==> src/rtl/exception_ctrl.sv <==
// Exception/interrupt controller for the single-cycle LEGv8 core: redirects the PC on
// invalid opcodes, illegal ERET and external IRQs, and holds ELR/ESR and a saturating count.
module exception_ctrl #(
    parameter logic [63:0] EXC_VECTOR = 64'h0000_0000_0000_00D8,
    parameter int          CNT_W      = 16
) (
    input  logic        clk,
    input  logic        reset,
    input  logic [63:0] PC,
    input  logic        NotAnInstr,
    input  logic        ERet,
    input  logic        ExtIRQ,
    input  logic [1:0]  SysRegSel,
    output logic        ExcTake,
    output logic [63:0] ExcPC,
    output logic        IrqAck,
    output logic        Halt,
    output logic [63:0] ELR,
    output logic [3:0]  ESR,
    output logic [63:0] SysRegData
);

    typedef enum logic [1:0] {
        ST_RUN     = 2'b00,
        ST_HANDLER = 2'b01,
        ST_FAULT   = 2'b10
    } state_t;

    localparam logic [3:0] CAUSE_NONE  = 4'b0000;
    localparam logic [3:0] CAUSE_INSTR = 4'b0001;
    localparam logic [3:0] CAUSE_IRQ   = 4'b0010;
    localparam logic [3:0] CAUSE_ERET  = 4'b0011;

    state_t           state_q, state_d;
    logic [63:0]      elr_q, elr_d;
    logic [3:0]       esr_q, esr_d;
    logic [CNT_W-1:0] cnt_q, cnt_d;
    logic [1:0]       sync_q, sync_d;

    logic        irq_s;
    logic [3:0]  cause;
    logic        exc_take;
    logic        irq_ack;
    logic [63:0] exc_pc;

    assign irq_s  = sync_q[1];
    assign sync_d = {sync_q[0], ExtIRQ};

    always_comb begin
        cause = CAUSE_NONE;
        if (NotAnInstr) begin
            cause = CAUSE_INSTR;
        end else if (ERet) begin
            cause = CAUSE_ERET;
        end else if (irq_s) begin
            cause = CAUSE_IRQ;
        end
    end

    always_comb begin
        state_d  = state_q;
        elr_d    = elr_q;
        esr_d    = esr_q;
        cnt_d    = cnt_q;
        exc_take = 1'b0;
        irq_ack  = 1'b0;
        exc_pc   = EXC_VECTOR;
        case (state_q)
            ST_RUN: begin
                if (cause != CAUSE_NONE) begin
                    exc_take = 1'b1;
                    irq_ack  = (cause == CAUSE_IRQ);
                    state_d  = ST_HANDLER;
                    elr_d    = PC;
                    esr_d    = cause;
                    if (cnt_q != {CNT_W{1'b1}}) begin
                        cnt_d = cnt_q + CNT_W'(1);
                    end
                end
            end
            ST_HANDLER: begin
                // A bad opcode inside the handler is unrecoverable, even alongside ERET
                if (NotAnInstr) begin
                    state_d = ST_FAULT;
                    esr_d   = CAUSE_INSTR;
                end else if (ERet) begin
                    exc_take = 1'b1;
                    exc_pc   = elr_q;
                    state_d  = ST_RUN;
                end
            end
            ST_FAULT: begin
                state_d = ST_FAULT;
            end
            default: begin
                state_d = ST_RUN;
            end
        endcase
    end

    always_ff @(posedge clk or negedge reset) begin
        if (!reset) begin
            state_q <= ST_RUN;
            elr_q   <= 64'd0;
            esr_q   <= 4'd0;
            cnt_q   <= '0;
            sync_q  <= 2'b00;
        end else begin
            state_q <= state_d;
            elr_q   <= elr_d;
            esr_q   <= esr_d;
            cnt_q   <= cnt_d;
            sync_q  <= sync_d;
        end
    end

    // Redirects are gated by reset so a flagged instruction during reset has no effect
    assign ExcTake = exc_take & reset;
    assign IrqAck  = irq_ack & reset;
    assign ExcPC   = reset ? exc_pc : EXC_VECTOR;
    assign Halt    = (state_q == ST_FAULT);
    assign ELR     = elr_q;
    assign ESR     = esr_q;

    always_comb begin
        SysRegData = 64'd0;
        case (SysRegSel)
            2'b00:   SysRegData = elr_q;
            2'b01:   SysRegData = {60'd0, esr_q};
            2'b10:   SysRegData = {{(64-CNT_W){1'b0}}, cnt_q};
            default: SysRegData = {62'd0, state_q};
        endcase
    end

endmodule

==> config.mk <==
export PLATFORM = sky130hd
export DESIGN_NAME = exception_ctrl
export DESIGN_NICKNAME = d
export VERILOG_FILES = /design/src/rtl/exception_ctrl.sv
export SDC_FILE = /design/constraint.sdc
export NUM_CORES = 1
export LEC_CHECK = 0
export BUFFER_PORTS_ARGS = -buffer_cell sky130_fd_sc_hd__buf_4
export CAP_MARGIN = 10
export CORE_ASPECT_RATIO = 0.9
export CORE_UTILIZATION = 44
export DETAILED_ROUTE_END_ITERATION = 10
export GPL_TIMING_DRIVEN = 0
export PLACE_DENSITY = 0.81
export SYNTH_ARGS = -nofsm -noshare
export SYNTH_HDL_FRONTEND = slang
export SYNTH_SLANG_ARGS = --single-unit
export TNS_END_PERCENT = 30
==> constraint.sdc <==
create_clock -name clk -period 2.01 [get_ports clk]
set_input_delay 0 -clock clk [delete_from_list [all_inputs] [get_ports clk]]
set_output_delay 0 -clock clk [all_outputs]
set_load 0.05 [all_outputs]
==> results.txt, run 1 <==
- The checks that failed: negative hold slack.
- Ports placed on the boundary: 270
- Across the routed clock network, the largest skew measured is 0.007946 ns.
- In this run the worst path has a maximum fanout of 10.
- STA classifies the critical path startpoint as a flip-flop.
- Crit path capture type: output port
* Via/cell ratio: between 5 and 6
- Number of nets with antenna violations after routing: 0
* Pleak: approximately 4.2 nW
- Maxcap violations: 0
- Data on the critical path is required at its endpoint by between 2 and 2.5 ns.
* Number of synthesized flops with an enable pin: 0
* Worst path arrival time: 1.90 ns
- FFs w/ async S/R, synth: 100.0%
- The synthesized design contains 86 register bits.
- The HPWL after detailed placement is between 10 and 15 mm.
- The area growth from synthesis to layout is 69.01%.
* Class of the most critical setup path: flip-flop to output port
- The most numerous cell type found on the critical path is sky130_fd_sc_hd__buf_4.
- Starting density of the core: ~46%
- The average instance in the mapped netlist occupies 8.563 µm².
- Syn Inst Count: 531
* Yosys warning total: 0
- Once placement finished, the instance area stood at 6696 µm².
- Final Setup Violations: 0
* Multi-input combinational cell area: roughly 2200 µm²
- The first TritonRoute pass finished after 4 iterations.
- Die height: around 98 µm
* Drt total wl: roughly 17 mm
- The total overflow left after global routing is 0.
- Traced cell by cell, the critical path runs through nor2b_2, and4_1, buf_6, buf_4, and2_1, buf_4.
- Buffer type at the clock tree root: sky130_fd_sc_hd__clkbuf_16
- Counting the fill cells in the layout gives between 600 and 700.
- Summing all non-filler instances in the final layout gives an area of approximately 7700 µm².
- Headroom to the max-slew limit came out at between 40% and 50%.
* Worst min-delay path class: input pin to async pin
- Slew of the pin with the lowest slew margin: just under 0.8 ns
- IR analysis of the VDD net gives a maximum drop of approximately 1.1 mV.
- Final hold slack: -0.2630 ns
- Slack of the critical path: roughly 0.11 ns
- Synth top area cells: sky130_fd_sc_hd__dfrtp_1, sky130_fd_sc_hd__nand2_1, sky130_fd_sc_hd__and2_1
* RSZ-0062 raised after global routing: no
- Adder and majority gate portion of the synthesized area: less than 1%
- The floorplan has 34 rows.
- Vias after detailed routing: between 5,000 and 6,000
- Number of library cell types mapped by synthesis: 36
* Routability Congestion: roughly 0.85
- The largest single stage delay on the critical path is around 0.46 ns.
* Wire length per cell: approximately 17 µm
* Run status: complete, but fails checks
- TritonCTS clock tree: done
- The initial antenna violation count is 0.
- Remaining design rule violation count: 0
- Main combinational cell family by area after synthesis: simple AND/OR/NAND/NOR gates
- The clock passes through at most 2 buffers.
* Largest area contributor in the synthesized netlist: sky130_fd_sc_hd__dfrtp_1
- Starting DRT DRC Count: ~260
- Xor and xnor fraction of the mapped netlist area: under 10%
* Wire length of the first global-routing pass: about 26 mm
- Timing analysis after detailed placement gives a worst setup slack of -0.1773 ns.
* Die extent in x: 109.2 µm
- Dividing the final minimum period by the clock period gives 94.35%.
* TritonCTS sink count: 86
* Post-synth top cells: sky130_fd_sc_hd__nand2_1, sky130_fd_sc_hd__and2_1, sky130_fd_sc_hd__dfrtp_1, sky130_fd_sc_hd__nor2_1, sky130_fd_sc_hd__buf_2
- After synthesis, the largest area contributor takes up a little under half of total cell area.
- Share of synthesized area occupied by flip-flops and latches: between 40% and 50%
* Fraction of the mapped netlist area in simple logic gates: between 30% and 40%
- The die covers 10,750 µm².
- For this run, the leading register cell type out of synthesis is sky130_fd_sc_hd__dfrtp_1.
- The number of endpoints with negative hold slack in the final report was 86.
- Antenna Cells: 0
- Buffers inserted to repair hold after CTS numbered 65.
* Sequential cell area: approximately 2200 µm²
- For the finished layout, the period the worst path requires is 1.896 ns.
- Cell with the largest stage delay on the worst path: sky130_fd_sc_hd__dfrtp_2
- The H-tree was split into 3 levels.
* Number of global-route vias before repair: 4,996
* Synth Area in Compound Gates: around 1.5%
- After clock tree synthesis, the clock-pin slew on the worst setup and hold paths is ~0.070 ns.
* CORE AREA: 9869 µm²
- Total power density per cell area: between 1500 and 2000 nW/µm²
- The final count of pins violating max slew is 0.
* Multiplexer share of the synthesized area: ~4.3%
* Fraction of final layout cells with drive strength greater than 1: a little over a third
- The clock reaches the later pin of the worst-skew pair after roughly 0.33 ns.
* Overall track demand over capacity in global routing: between 30% and 40%
* Largest net degree at the start of global routing: 90
* Final layout net count: around 950
- Counting the buffers created by CTS gives 9.
- Netlist Area Pre-Place: roughly 4500 µm²
* Maximum frequency from static timing analysis: about 0.53 GHz
- During placement, the flow inserted port buffers numbering approximately 260.
* Most frequent cell after synthesis: sky130_fd_sc_hd__nand2_1
[critical path: cells and delay by family (launching register included)]
family	cells	cell delay [ns]
and+or+nand+nor	3	0.52
DFF	1	0.46
buffers and inverters	3	0.58
[placed cells by master, fill, tap and decap left out, drive strengths merged, types with 2 or more instances in the layout]
cell,netlist,final
or2,2,2
nor4b,3,3
clkbuf,12,26
dlygate4sd3,0,65
o22ai,2,2
mux2i,14,14
dfrtp,86,86
nand3,5,5
nor4,8,8
nor3b,2,2
a21oi,2,2
and4,3,3
inv,3,5
o21a,2,2
nor2,21,21
clkinvlp,0,2
nor3,5,5
mux4,2,2
conb,1,2
nand2b,4,4
nand2,196,196
buf,23,286
and3,2,2
nand4,4,4
and2,108,108
xor2,15,15
[worst paths after layout]
kind                                 start         end  slack, ns  depth (start not counted)
worst max-delay path            state_q[1]   ExcPC[23]       0.11                          6
worst min-delay path                 reset      ELR[9]      -0.26                          1
worst max register to register    cnt_q[0]    cnt_q[6]       0.15                          6
worst min register to register   sync_q[0]   sync_q[1]       0.36                          0
max in group asynchronous            reset  state_q[1]       1.73                          1
min in group clk                NotAnInstr      ESR[1]       0.04                          2
[layout make-up]
class | count | share of cell area, %
inverters | 3 | 0.1465
multi-input cells | 408 | 29.00
clock inverters | 5 | 0.5373
plain buffers | 35 | 2.442
repair buffers | 331 | 34.50
flip-flops and latches | 86 | 28.04
well taps | 126 | 2.051
clock buffers | 11 | 3.289
[kinds of logic (layout without fill, tap and decap cells)]
logic type               Yosys count  count (layout)
flip-flops                        86              86
other                              1               2
buffers and inverters             38             385
adder cells (fa/ha/maj)            1               1
multiplexers                      17              17
XOR/XNOR                          15              15
AND/OR/NAND/NOR                  364             364
AO/OA/AOI/OAI                      9               9
[stage by stage]
stage	util [%]	power (W)	instances	hold WS (ns)	TNS (ns)
6_report	77.87	0.01231	1005	-0.2630	0
3_3_place_gp	67.85	0.01029	922	0.1096	-3.152
5_1_grt	77.87	0.01291	1005	-0.1944	0
2_1_floorplan	-	0.008040	532	-0.2956	0
4_1_cts	77.55	0.01220	1003	-0.2310	0
3_5_place_dp	67.85	0.01045	922	0.1147	-6.992
[flip-flops by register name, indices dropped and copies added (netlist names)]
signal,flops
ELR,64
ESR,2
sync_q,2
state_q,2
cnt_q,16
[timing repair]
item / 4_1_cts / 5_1_grt
hold endpoints to repair: 151 / 86
gates resized for setup: 5 / 8
setup buffers: 0 / 2
endpoints found under the setup margin: 60 / 60
[routing by layer]
metal / wire (µm) / GRT usage (%) / vias up
met5: 0 / 0 / -
met4: 340 / 10.08 / 0
met3: 1120 / 6.283 / 34
met2: 9085 / 57.91 / 237
met1: 6422 / 37.27 / 2430
li1: - / - / 2339
[report_power, final]
part	total, W	internal, W	switching, W
registers	0.00340	0.00248	0.000924
clock network	0.00162	0.000916	0.000704
logic	0.00729	0.00216	0.00513
Note: power is estimated with default switching activity, not from simulation.
==> run 2, diff against run 1 <==
--- a/config.mk
+++ b/config.mk
@@ -5,6 +5,7 @@
 export SDC_FILE = /design/constraint.sdc
 export NUM_CORES = 1
 export LEC_CHECK = 0
+export ABC_AREA = 1
 export BUFFER_PORTS_ARGS = -buffer_cell sky130_fd_sc_hd__buf_4
 export CAP_MARGIN = 10
 export CORE_ASPECT_RATIO = 0.9
==> results.txt, run 2 <==
* Rows: 34 (unchanged)
- Worst path arrival time: 1.92 ns (was 1.90 ns)
- The number of flip-flops under the largest register name is 64 (unchanged).
- The register clock-pin slew on the reported worst setup and hold paths was 0.06 ns (was 0.07 ns).
- Worst path cell trace: inv_1, nor2_2, nand2_1, nor2_2, nand2_4, buf_6, nor2_1, buf_6 (was nor2b_2, and4_1, buf_6, buf_4, and2_1, buf_4).
* Starting density of the core: 46.12% (was 46.07%)
- The floorplan core area was 9827 µm² (was 9869 µm²).
- The via count of the first global-routing pass is 5,627 (was 4,996).
* Number of nets with antenna violations after routing: 0 (unchanged)
- The post-synth design cell area was 4532 µm² (was 4547 µm²).
- Buffer type at the clock tree root: sky130_fd_sc_hd__clkbuf_16 (unchanged)
* Tcrit/Tclk final: 95.46% (was 94.35%)
- Startpoint types: flip-flop (unchanged)
* Largest area contributor in the synthesized netlist: sky130_fd_sc_hd__dfrtp_1 (unchanged)
- The placer congestion estimate is 0.9594 (was 0.8498).
- Largest incremental delay on the critical path: 0.41 ns (was 0.46 ns)
- Wire length per cell: 17.92 µm (was 16.88 µm)
- The global routing met3 resource utilization came to 9.680% (was 6.283%).
* Final hold violations: 0 (was 86)
- The power density over cell area came to 529.5 nW/µm² (was 1602 nW/µm²).
- The pin count of the biggest net entering global routing came to 90 (unchanged).
* Die extent in x: 109.0 µm (was 109.2 µm)
- The fraction of the core area covered by cells at the end of the flow was 78.75% (was 77.87%).
- RSZ-0062 raised after global routing: yes (was no).
- The required time of the worst setup path was 2.01 ns (about the same).
- Port-buffer cells: 267 (was 264)
- The number of nets in the finished design is 1,040 (was 946).
* Synth top area cells: sky130_fd_sc_hd__dfrtp_1, sky130_fd_sc_hd__nand2_1, sky130_fd_sc_hd__nor2_1 (was sky130_fd_sc_hd__dfrtp_1, sky130_fd_sc_hd__nand2_1, sky130_fd_sc_hd__and2_1)
- Number of library cell types mapped by synthesis: 28 (was 36)
- Most common flop cell mapped by yosys: sky130_fd_sc_hd__dfrtp_1 (unchanged)
- The area added between synthesis and finish is 70.76% (was 69.01%).
- Post-synth top cells: sky130_fd_sc_hd__nand2_1, sky130_fd_sc_hd__nor2_1, sky130_fd_sc_hd__inv_1, sky130_fd_sc_hd__dfrtp_1, sky130_fd_sc_hd__o21ai_0 (was sky130_fd_sc_hd__nand2_1, sky130_fd_sc_hd__and2_1, sky130_fd_sc_hd__dfrtp_1, sky130_fd_sc_hd__nor2_1, sky130_fd_sc_hd__buf_2)
* Ports placed on the boundary: 270 (unchanged)
- The synthesis-stage register bit count is 86 (unchanged).
- Die area: 10,710 µm² (was 10,750 µm²)
- The fraction of post-synthesis cell area in the top cell type by area was 47.49% (was 47.33%).
- Drt first pass iters: 6 (was 4)
- Cell with the largest stage delay on the worst path: sky130_fd_sc_hd__dfrtp_1 (was sky130_fd_sc_hd__dfrtp_2)
- The fraction of final layout cells with drive strength greater than 1 came to 32.37% (was 36.63%).
* Via/cell ratio: 5.246 (was 5.015)
- Most frequent cell after synthesis: sky130_fd_sc_hd__nand2_1 (unchanged)
* Maximum clock insertion buffer count: 2 (unchanged)
* Syn Inst Count: 618 (was 531)
* Buffers and inverters on the worst path: 3 (unchanged)
* Met2 track demand over resource: 61.15% (was 57.91%)
* Instance count after placement with tap cells included: 1,012 (was 922)
- Pleak: 4.282 nW (was 4.189 nW)
- Overall track demand over capacity in global routing: 36.94% (was 31.87%)
* Worst setup skew after layout: 0.006264 ns (was 0.007946 ns)
* Number of synthesized flops with an enable pin: 0 (unchanged)
* Number of antenna violations at the first check in global routing: 0 (unchanged)
- The transition at the pin with the smallest max-transition slack is 0.7559 ns (was 0.7930 ns).
- Global route hottest layer: met2 (unchanged)
* TritonCTS clock tree: done (unchanged)
- Layout Cells excl Fill: 1,099 (was 1,005)
- The sum of routed wire length over all layers is 19.69 mm (was 16.97 mm).
* Remaining design rule violation count: 0 (unchanged)
- Final Setup Violations: 0 (unchanged)
- The peak fanout along the critical path was 10 (unchanged).
* GR Layer Usage met1: 42.54% (was 37.27%)
- Relative slew slack: 49.61% (was 47.13%)
- The first-pass GRT wire length came to 29.60 mm (was 26.12 mm).
* TritonCTS sink count: 86 (unchanged)
- Yosys warning total: 0 (unchanged)
- The maximum clock rate came to 0.5212 GHz (was 0.5273 GHz).
* Min cycle time layout: 1.919 ns (was 1.896 ns)
- The post-synthesis average cell area is 7.333 µm² (was 8.563 µm²).
- Vias after detailed routing: 5,765 (was 5,040)
- The number of cells on the critical path is 8 (was 6).
* Worst R2R Path Depth: 8 (was 6)
* Most common cell after layout, fill and taps aside: sky130_fd_sc_hd__buf_4 (unchanged)
* Maxcap violations: 0 (unchanged)
- The number of H-tree branching levels was 3 (unchanged).
* FFs w/ async S/R, synth: 100.0% (unchanged)
- The number of design-rule violations left by the first detailed-router iteration is 412 (was 255).
- The class of the most critical setup path is flip-flop to output port (unchanged).
- Final global-route overflow total: 0 (unchanged)
- The number of inserted diodes came to 0 (unchanged).
* Top library cells by usage in the layout, fill and taps aside: sky130_fd_sc_hd__buf_4, sky130_fd_sc_hd__nand2_1, sky130_fd_sc_hd__nor2_1 (was sky130_fd_sc_hd__buf_4, sky130_fd_sc_hd__nand2_1, sky130_fd_sc_hd__and2_1)
* Share of synthesized area occupied by flip-flops and latches: 47.49% (was 47.33%)
- Highest ir drop seen on vdd: 0.4572 mV (was 1.149 mV)
- Worst min-delay path class: input pin to async pin (unchanged)
* Estimated wirelength of the detail-placed design: 13.08 mm (was 11.61 mm)
* Clock insertion delay at the later pin of the skew report: 0.34 ns (was 0.33 ns)
* Count of final max-slew check failures: 0 (unchanged)
- Run status: finished, final reports clean (was complete, but fails checks).
* TritonCTS buffer count: 9 (unchanged)
- CP top delay family: simple AND/OR/NAND/NOR gates (was buffers and inverters)
- The type of element capturing the critical path is an output port (unchanged).
- The chip height is 98.28 µm (was 98.44 µm).
[run 2: repair_timing]
| action | in CTS | in global routing |
|---|---|---|
| setup buffers | 0 | 0 |
| endpoints found under the hold margin | 154 | 47 |
| resized for setup | 2 | 3 |
| hold buffers | 68 | 2 |
| setup endpoints to repair | 18 | 4 |
[run 2: per-layer routing]
layer	vias to the layer above	part of all wire, %
met5	-	0
met4	0	5.6
met3	106	8.6
met2	387	50
met1	2688	36
li1	2584	-
[run 2: cell families (layout without fill, tap and decap cells)]
family | count (synthesis) | in the layout | share of synthesized area, %
compound gates | 87 | 87 | 10.22
other cells | 1 | 2 | 0.08275
xor+xnor | 7 | 7 | 1.353
simple gates | 309 | 309 | 26.86
fa+ha+maj | 1 | 1 | 0.2760
buf+inv | 127 | 481 | 13.72
flops | 86 | 86 | 47.49
[run 2: layout make-up]
type	count	area [µm²]
plain buffers	31	259.0
clock buffers	10	239.0
clock inverters	6	45.04
fillers	657	2088
inverters	96	362.8
multi-input cells	406	1769
flip-flops and latches	86	2152
well taps	126	157.7
repair buffers	338	2754
[run 2: tightest hold or removal path: cells and delay by family]
kind                   cells  cell delay, ns
buffers and inverters      3            0.89
[run 2: path summary, 6_finish.rpt]
check | to | slack, ns | startpoint
max in group asynchronous | ELR[2] | 1.57 | reset
max reg2reg | cnt_q[4] | 0.29 | cnt_q[0]
max | ExcPC[26] | 0.09 | state_q[0]
min in group clk | sync_q[0] | 0.31 | ExtIRQ
min | ELR[9] | 0.19 | reset
min reg2reg | sync_q[1] | 0.36 | sync_q[0]
[run 2: where the power goes]
part	internal, W	switching, W	leakage, nW
clock	0.000879	0.000726	0.132
combinational	0.000295	0.000460	3.30
sequential	0.00173	0.00000265	0.847
[run 2: through the flow]
stage	hold WS (ns)	total power, W	setup TNS (ns)	setup slack, ns	instance area (µm²)
after floorplan	-0.2956	0.002097	0	0.1551	4536
after global placement	0.1115	0.002382	-0.01681	-0.01102	6698
after detailed placement	0.1118	0.002387	-0.04511	-0.03627	6698
after CTS	-0.06985	0.004094	0	0.02891	7670
after global routing	0.2315	0.004200	-0.01547	-0.008589	7739
final	0.1909	0.004097	0	0.09125	7739
==> run 3, diff against run 2 <==
--- a/config.mk
+++ b/config.mk
@@ -13,6 +13,7 @@
 export DETAILED_ROUTE_END_ITERATION = 10
 export GPL_TIMING_DRIVEN = 0
 export PLACE_DENSITY = 0.81
+export SKIP_CTS_REPAIR_TIMING = 1
 export SYNTH_ARGS = -nofsm -noshare
 export SYNTH_HDL_FRONTEND = slang
 export SYNTH_SLANG_ARGS = --single-unit
==> constraint.sdc (replaced) <==
create_clock -name clk -period 2 [get_ports clk]
set_input_delay 0 -clock clk [delete_from_list [all_inputs] [get_ports clk]]
set_output_delay 0 -clock clk [all_outputs]
set_load 0.05 [all_outputs]
==> results.txt, run 3 (synthesis gave the netlist of run 2 again) <==
* Port-buffer cells: 267 (unchanged)
* Estimated wirelength of the detail-placed design: 13.08 mm (unchanged)
- The via count of the first global-routing pass was 4,941 (was 5,627).
* Via/cell ratio: 5.275 (was 5.246)
- Drt total wl: 20.02 mm (was 19.69 mm)
- Top library cells by usage in the layout, fill and taps aside: sky130_fd_sc_hd__buf_4, sky130_fd_sc_hd__nand2_1, sky130_fd_sc_hd__nor2_1 (unchanged).
- TritonCTS buffer count: 9 (unchanged)
- Starting density of the core: 46.12% (unchanged)
* Fraction of final layout cells with drive strength greater than 1: 32.41% (was 32.37%)
- Run status: finished, final reports clean (unchanged)
* Final global-route overflow total: 0 (unchanged)
- Area of all placed cells without fillers: 7725 µm² (was 7739 µm²)
- Starting DRT DRC Count: 486 (was 412)
* Most common cell after layout, fill and taps aside: sky130_fd_sc_hd__buf_4 (unchanged)
* Placed cell areas: 6698 µm² (unchanged)
- The setup slack on the worst flop-to-flop path was 0.26 ns (was 0.29 ns).
* Maximum frequency from static timing analysis: ~0.52 GHz
- Maximum level of the CTS H-tree: 3 (unchanged)
- The power density over cell area came to 534.4 nW/µm² (was 529.5 nW/µm²).
* Die area: 10,710 µm² (unchanged)
* Clock-pin slew on the worst setup and hold paths: 0.06 ns (about the same)
- The final count of pins violating max slew is 0 (unchanged).
- Wire length per cell: 18.23 µm (was 17.92 µm)
- The count of clock tree sinks is 86 (unchanged).
* Worst R2R Path Depth: 5 (was 8)
- Buffer type at the clock tree root: sky130_fd_sc_hd__clkbuf_16 (unchanged)
* Startpoint types: flip-flop (unchanged)
* Reg-to-reg critical path endpoint: ELR[59] (was cnt_q[4])
- The chip height is 98.28 µm (unchanged).
- The class of the most critical setup path is flip-flop to output port (unchanged).
- The peak fanout along the critical path is 10 (unchanged).
* Final hold violations: 0 (unchanged)
- Maximum clock insertion buffer count: 2 (unchanged)
- Layout Cells excl Fill: 1,098 (was 1,099)
- CORE AREA: 9827 µm² (unchanged)
- The number of iterations in the first detailed-routing pass is 5 (was 6).
* Die extent in x: 109.0 µm (unchanged)
* Worst path arrival time: 1.91 ns (was 1.92 ns)
* Vias after detailed routing: 5,792 (was 5,765)
- RSZ-0062 raised after global routing: yes (unchanged)
* Overall track demand over capacity in global routing: 31.80% (was 36.94%)
- The number of flip-flops under the largest register name was 64 (unchanged).
- Worst min-delay path class: input pin to async pin (unchanged)
* Largest net degree at the start of global routing: 90 (unchanged)
- Final layout net count: 1,039 (was 1,040)
* Routability Congestion: 0.9594 (unchanged)
- The setup slack at placement came to -0.04627 ns (was -0.03627 ns).
* Rows: 34 (unchanged)
- The required time of the worst setup path came to 2.00 ns (was 2.01 ns).
- TritonCTS clock tree: done (unchanged)
* Number of antenna violations at the first check in global routing: 1 (was 0)
- After layout, the minimum clock period comes to roughly 1.9 ns.
- The number of endpoints failing setup at the final stage was 0 (unchanged).
- Worst setup skew after layout: 0.006729 ns (was 0.006264 ns)
- The worst slew margin relative to its limit is 46.98% (was 49.61%).
- The type of element capturing the critical path is an output port (unchanged).
* Pleak: 4.276 nW (was 4.282 nW)
- The maximum vdd ir drop came to 0.4673 mV (was 0.4572 mV).
* Number of nets with antenna violations after routing: 0 (unchanged)
- Clock insertion delay at the later pin of the skew report: 0.34 ns (about the same)
- Number of inserted filler cells in the final layout: 670 (was 657)
- The number of maximum-capacitance constraint violations came to 0 (unchanged).
- The final worst-path setup slack came to 0.08836 ns (was 0.09125 ns).
- Tcrit/Tclk final: about 96%
* Area Overhead vs Synth: 70.46% (was 70.76%)
* Slew of the pin with the lowest slew margin: 0.7952 ns (was 0.7559 ns)
- The number of inserted diodes came to 0 (unchanged).
- Origin of the critical flop-to-flop path: state_q[1] (was cnt_q[0])
- The number of remaining DRC errors is 0 (unchanged).
* Ports placed on the boundary: 270 (unchanged)
- The cell count after placement came to 1,012 (unchanged).
- Wire length of the first global-routing pass: 25.55 mm (was 29.60 mm)
run 3: cell type report:
cell class	count	area (µm²)	share of cell area, %
sequential	86	2152	27.86
multi-input combinational	406	1769	22.90
tap	126	157.7	2.041
clock buffer	10	239.0	3.094
clock inverter	6	45.04	0.5831
timing repair buffer	337	2740	35.47
inverter	96	362.8	4.697
buffer	31	259.0	3.353
run 3: through the flow:
step	total power [W]	hold WS (ns)	TNS [ns]	util (%)
6_report	0.004128	0.1046	0	78.61
5_1_grt	0.004229	0.1370	-0.03161	78.61
4_1_cts	0.004003	-0.2450	-0.5883	71.05
3_5_place_dp	0.002399	0.1118	-0.06511	68.16
3_3_place_gp	0.002394	0.1115	-0.03803	68.16
2_1_floorplan	0.002108	-0.2956	0	-
run 3: routing by layer:
metal | global-route usage [%] | share of wire [%]
met1 | 37.98 | 36
met2 | 54.91 | 50
met3 | 6.609 | 9.4
met4 | 13.41 | 5.0
met5 | 0 | 0
run 3: how the worst max path moves through the flow:
stage,start,end,slack (ns),cells after the start
2_1_floorplan,ELR[6],SysRegData[6],0.15,2
3_3_place_gp,reset,ExcPC[26],-0.02,5
3_5_place_dp,reset,ExcPC[26],-0.05,5
4_1_cts,state_q[0],ExcPC[26],-0.1,8
5_1_grt,state_q[1],ExcTake,-0.02,7
6_report,state_q[0],ExcPC[47],0.09,8
run 3: report_power, final:
group | switching (W) | total, W | internal, W
sequential | 0.00000271 | 0.00175 | 0.00174
clock | 0.000739 | 0.00162 | 0.000883
combinational | 0.000466 | 0.000761 | 0.000295
total | 0.00121 | 0.00413 | 0.00292
run 3: worst max-delay path, stage by stage (launching register included):
cell and delay (ns):
sky130_fd_sc_hd__dfrtp_1 0.41, sky130_fd_sc_hd__inv_1 0.07, sky130_fd_sc_hd__nor2_2 0.11, sky130_fd_sc_hd__nand2_1 0.07
sky130_fd_sc_hd__nor2_2 0.16, sky130_fd_sc_hd__nand2_4 0.16, sky130_fd_sc_hd__buf_6 0.18, sky130_fd_sc_hd__nor2_1 0.17
sky130_fd_sc_hd__buf_4 0.24
